`config.mk`:
```
export PLATFORM = sky130hd
export DESIGN_NAME = memory_map_router
export DESIGN_NICKNAME = d
export VERILOG_FILES = /design/src/rtl/memory_map_router.sv
export SDC_FILE = /design/constraint.sdc
export NUM_CORES = 1
export LEC_CHECK = 0
export ABC_AREA = 1
export CORE_AREA = 3 3 264 266
export DETAILED_ROUTE_END_ITERATION = 12
export DIE_AREA = 0 0 267 269
export PLACE_DENSITY = 0.38
export SLEW_MARGIN = 0
export SYNTH_ARGS = -nofsm -noshare
export SYNTH_HDL_FRONTEND = slang
export SYNTH_SLANG_ARGS = --single-unit
```
`constraint.sdc`:
```
create_clock -name clk -period 4 [get_ports clk]
set_clock_uncertainty 0.1 [all_clocks]
set_input_delay 0.6 -clock clk [delete_from_list [all_inputs] [get_ports clk]]
set_output_delay 0.6 -clock clk [all_outputs]
set_load 0.02 [all_outputs]
```
`src/rtl/memory_map_router.sv`:
```
// Address decoder and data router between the core data port and six memory-mapped devices.
// Writes are steered combinationally; read data returns one clock later from the registered select.
module memory_map_router #(
   parameter int          DATA_W     = 32,
   parameter logic [15:0] DM_BASE    = 16'h0000,
   parameter logic [15:0] INTC_BASE  = 16'h0001,
   parameter logic [15:0] FACT0_BASE = 16'h0002,
   parameter logic [15:0] FACT1_BASE = 16'h0003,
   parameter logic [15:0] FACT2_BASE = 16'h0004,
   parameter logic [15:0] FACT3_BASE = 16'h0005
) (
   input  logic              clk,
   input  logic              rst,
   input  logic              write_enable,
   input  logic [31:0]       input_addr,
   input  logic [DATA_W-1:0] input_data,
   output logic [DATA_W-1:0] output_data,
   output logic              data_valid,

   input  logic [DATA_W-1:0] dm_rdata,
   output logic              dm_we,
   output logic [31:0]       dm_addr,
   output logic [DATA_W-1:0] dm_wdata,

   input  logic [DATA_W-1:0] intc_rdata,
   output logic              intc_we,
   output logic [31:0]       intc_addr,
   output logic [DATA_W-1:0] intc_wdata,

   input  logic [DATA_W-1:0] fact0_rdata,
   output logic              fact0_we,
   output logic [31:0]       fact0_addr,
   output logic [DATA_W-1:0] fact0_wdata,

   input  logic [DATA_W-1:0] fact1_rdata,
   output logic              fact1_we,
   output logic [31:0]       fact1_addr,
   output logic [DATA_W-1:0] fact1_wdata,

   input  logic [DATA_W-1:0] fact2_rdata,
   output logic              fact2_we,
   output logic [31:0]       fact2_addr,
   output logic [DATA_W-1:0] fact2_wdata,

   input  logic [DATA_W-1:0] fact3_rdata,
   output logic              fact3_we,
   output logic [31:0]       fact3_addr,
   output logic [DATA_W-1:0] fact3_wdata
);

   typedef enum logic [2:0] {
      SEL_DM    = 3'd0,
      SEL_INTC  = 3'd1,
      SEL_FACT0 = 3'd2,
      SEL_FACT1 = 3'd3,
      SEL_FACT2 = 3'd4,
      SEL_FACT3 = 3'd5,
      SEL_NONE  = 3'd7
   } sel_t;

   logic [15:0] region_tag;
   logic [31:0] local_addr;
   sel_t        sel_p0;
   logic        mapped_p0;
   logic        wr_gate;
   sel_t        sel_p1;
   logic        vld_p1;

   assign region_tag = input_addr[31:16];
   assign local_addr = {16'h0000, input_addr[15:0]};

   // Stage p0: combinational decode of the region tag
   always_comb begin
      sel_p0 = SEL_NONE;
      if (region_tag == DM_BASE)         sel_p0 = SEL_DM;
      else if (region_tag == INTC_BASE)  sel_p0 = SEL_INTC;
      else if (region_tag == FACT0_BASE) sel_p0 = SEL_FACT0;
      else if (region_tag == FACT1_BASE) sel_p0 = SEL_FACT1;
      else if (region_tag == FACT2_BASE) sel_p0 = SEL_FACT2;
      else if (region_tag == FACT3_BASE) sel_p0 = SEL_FACT3;
   end

   assign mapped_p0 = (sel_p0 != SEL_NONE);
   assign wr_gate   = write_enable & ~rst;

   assign dm_we    = wr_gate & (sel_p0 == SEL_DM);
   assign intc_we  = wr_gate & (sel_p0 == SEL_INTC);
   assign fact0_we = wr_gate & (sel_p0 == SEL_FACT0);
   assign fact1_we = wr_gate & (sel_p0 == SEL_FACT1);
   assign fact2_we = wr_gate & (sel_p0 == SEL_FACT2);
   assign fact3_we = wr_gate & (sel_p0 == SEL_FACT3);

   // Offset and write data are broadcast; only the strobe distinguishes the target
   assign dm_addr    = local_addr;
   assign intc_addr  = local_addr;
   assign fact0_addr = local_addr;
   assign fact1_addr = local_addr;
   assign fact2_addr = local_addr;
   assign fact3_addr = local_addr;

   assign dm_wdata    = input_data;
   assign intc_wdata  = input_data;
   assign fact0_wdata = input_data;
   assign fact1_wdata = input_data;
   assign fact2_wdata = input_data;
   assign fact3_wdata = input_data;

   // Stage p1: select registered to line up with the devices' synchronous read
   always_ff @(posedge clk) begin
      if (rst) begin
         sel_p1 <= SEL_NONE;
         vld_p1 <= 1'b0;
      end else begin
         sel_p1 <= sel_p0;
         vld_p1 <= mapped_p0 & ~write_enable;
      end
   end

   always_comb begin
      output_data = '0;
      case (sel_p1)
         SEL_DM:    output_data = dm_rdata;
         SEL_INTC:  output_data = intc_rdata;
         SEL_FACT0: output_data = fact0_rdata;
         SEL_FACT1: output_data = fact1_rdata;
         SEL_FACT2: output_data = fact2_rdata;
         SEL_FACT3: output_data = fact3_rdata;
         default:   output_data = '0;
      endcase
   end

   assign data_valid = vld_p1;

endmodule

```
==> impl_metrics.yaml <==
worst_setup_path:
  critPathCaptureType: "output port"
  crit_type: "input port to output port"
  worstPathMaxFanout: 4
  cp_slowest_cell: "clkdlybuf4s50_1"
  worst-path-buf-inv: 3
  start_kind: "input port"
  crit_chain: "clkdlybuf4s50_1 -> inv_1 -> nor2_1 -> nand2_1 -> nor2_1 -> nand2_1 -> nand4_1 -> nand2_1 -> nor2_1 -> clkdlybuf4s50_1"
  worstPathArrival_ns: 2.62
  crit_path_max_incr_delay_ns: 0.64
  cp.required_ns: 3.30
  crit_family: "buffers and inverters"
hold_path:
  hold_path_depth: 3
  hold_class: "input port to register"
  hp-start: "rst"
  holdPathEnd: "sel_p1[1]$_SDFF_PP1_"
global_route:
  grt_use_met2: 0.0786
  antenna_found_initial: 3
  grt_use_met1: 0.0480
  overflow: 0
  grt_util_met3: 0.0244
  grt_usage: 0.0483
  grt_first_pass_wirelength_mm: 25.4
  grt_max_degree: 33
  top_usage_layer: "met2"
  grt_pass1_vias: 3676
synthesis:
  syn_area_mm2: 0.00451
  synth.area.top_cells: "buf_4 65%, nand2_1 8.8%, nand3_1 7.9%, a22oi_1 5.8%, a21oi_1 3.0%"
  yosys.area_share.simple: 0.211
  synthMuxAreaShare: 0
  yosysWarnings: 0
  synthCells: 705
  avgSynthCellArea_um2: 6.39
  synth.most_common_cell: "buf_4"
  synth_compound_area_frac: 0.0894
  synth_edf_count: 0
  ys_seq_area_frac: 0.0178
  synthFlopType: "dfxtp_1"
  synth_fa_ha_area_frac: 0
  synth_commonest_cells: "388 x buf_4, 106 x nand2_1, 71 x nand3_1"
  synth_top_cell_by_area: "buf_4"
  synth_seq_cells: 4
  synthXorXnorAreaFrac: 0
  synth_cell_type_count: 21
  async_flop_share: 0
  synth_top_area_share: 0.646
  synth_top_family_by_area: "buffers and inverters"
cells_and_area:
  syn_to_final_growth_pct: 24.0
  layout.nets: 915
  final_util: 0.0830
  drive_gt1_frac: 0.0367
clocking:
  cts.path.max_buffers: 2
  post_cts_buffers: 0
  clkTransAtPathRegs_ns: 0.03
  cts.hold.buffers_added: 0
  cts.sinks: 4
  cts_root_buffer: "clkbuf_16"
  numCtsBuffers: 3
  ctsResizeCount: 0
  htreeDepth: 1
  cts_tree: "yes"
route:
  drt_iter0_drc: 185
  via_count: 3749
  detail_route.wl_per_cell_um: 13.0
  ant_nets: 0
  wl_mm: 19.9
  vias_per_cell: 2.45
  drc_errors: 0
  firstDrtPassIters: 4
placed_design:
  dp.final_hpwl_mm: 17.3
  io_buffers: 249
  gp_congestion: 0.754
floorplan:
  rows: 95
  die_x_um: 267
  core-area_mm2: 0.0673
  die_area_mm2: 0.0718
  start_util: 0.0670
  die_h_um: 269
  ios: 682
sta:
  worst_pin_slew_ns: 0.637
  setup_tns_ns: 0
  hold_viol_final: 0
  fmax_mhz: 301
  post-route-period-util: 0.830
  setup-violations-final: 0
  fin_crit_ns: 3.32
  relSlewSlack: 0.575
  slew_viol_final: 0
  rsz0062_at_grt: "no"
pwr:
  power_density_mw_per_mm2: 91.4
  peakVddDrop_mv: 0.107
  p_leak_nw: 2.08
status:
  status: "complete, no violations"
job:
  max_cap_violations: 0
power by group:
part	switching [mW]	total [mW]	internal, mW	leakage, nW
clock network	0.0328	0.161	0.128	0.0370
registers	0.00000245	0.0402	0.0402	0.0323
logic	0.128	0.310	0.181	2.01
metrics by stage:
step	total power, mW	instance area [µm²]	worst slack [ns]	instances	hold slack [ns]
6_report	0.511	5590	0.681	1528	0.936
5_1_grt	0.534	5590	0.498	1528	0.980
4_1_cts	0.512	5580	0.716	1527	0.936
3_5_place_dp	0.346	5510	0.730	1524	1.10
3_3_place_gp	0.347	5510	0.761	1524	1.10
2_1_floorplan	0.620	4860	1.75	800	0.650
kinds of logic (layout without fill, tap and decap cells):
logic type / after synthesis / in the layout
AOI/OAI and AO/OA: 63 / 63
DFF: 4 / 4
and+or+nand+nor: 213 / 213
other: 1 / 97
buffers and inverters: 424 / 278
registers in the layout (all words and copies together), names as in the netlist:
signal	count
data_valid	1
sel_p1	3
routing by layer:
metal | vias to the layer above | wire (µm)
li1 | 1682 | -
met5 | - | 9
met1 | 1588 | 6670
met2 | 393 | 8840
met3 | 84 | 3080
met4 | 2 | 1310
cells in the final DEF, fill, tap and decap left out:
cell             count
a21oi_1             27
a22oi_1             35
buf_4                8
clkbuf_16            3
clkdlybuf4s50_1    249
conb_1              96
dfxtp_1              4
diode_2              1
inv_1               13
inv_2                5
nand2_1            106
nand2_2              1
nand3_1             71
nand3_2              1
nand3b_1             1
nand4_1              6
nand4_2              1
nor2_1              21
nor2_2               3
nor2_4               1
nor3_4               1
o21ai_1              1
worst max path at each step:
stage                         startpoint     to  cells past startpoint
after floorplan           input_addr[27]  dm_we                      7
after global placement    input_addr[18]  dm_we                     10
after detailed placement  input_addr[27]  dm_we                      9
after CTS                 input_addr[18]  dm_we                      9
after global routing      input_addr[18]  dm_we                     10
final                     input_addr[18]  dm_we                     10
layout make-up:
cell class,count,area [µm²]
timing repair buffer,257,2550
inverter,18,67.6
multi-input combinational,372,1720
antenna,1,2.50
clock buffer,3,75.1
fill,7922,61700
sequential,4,80.1
tap,873,1090
No activity file was read; power rests on OpenSTA's default activity.
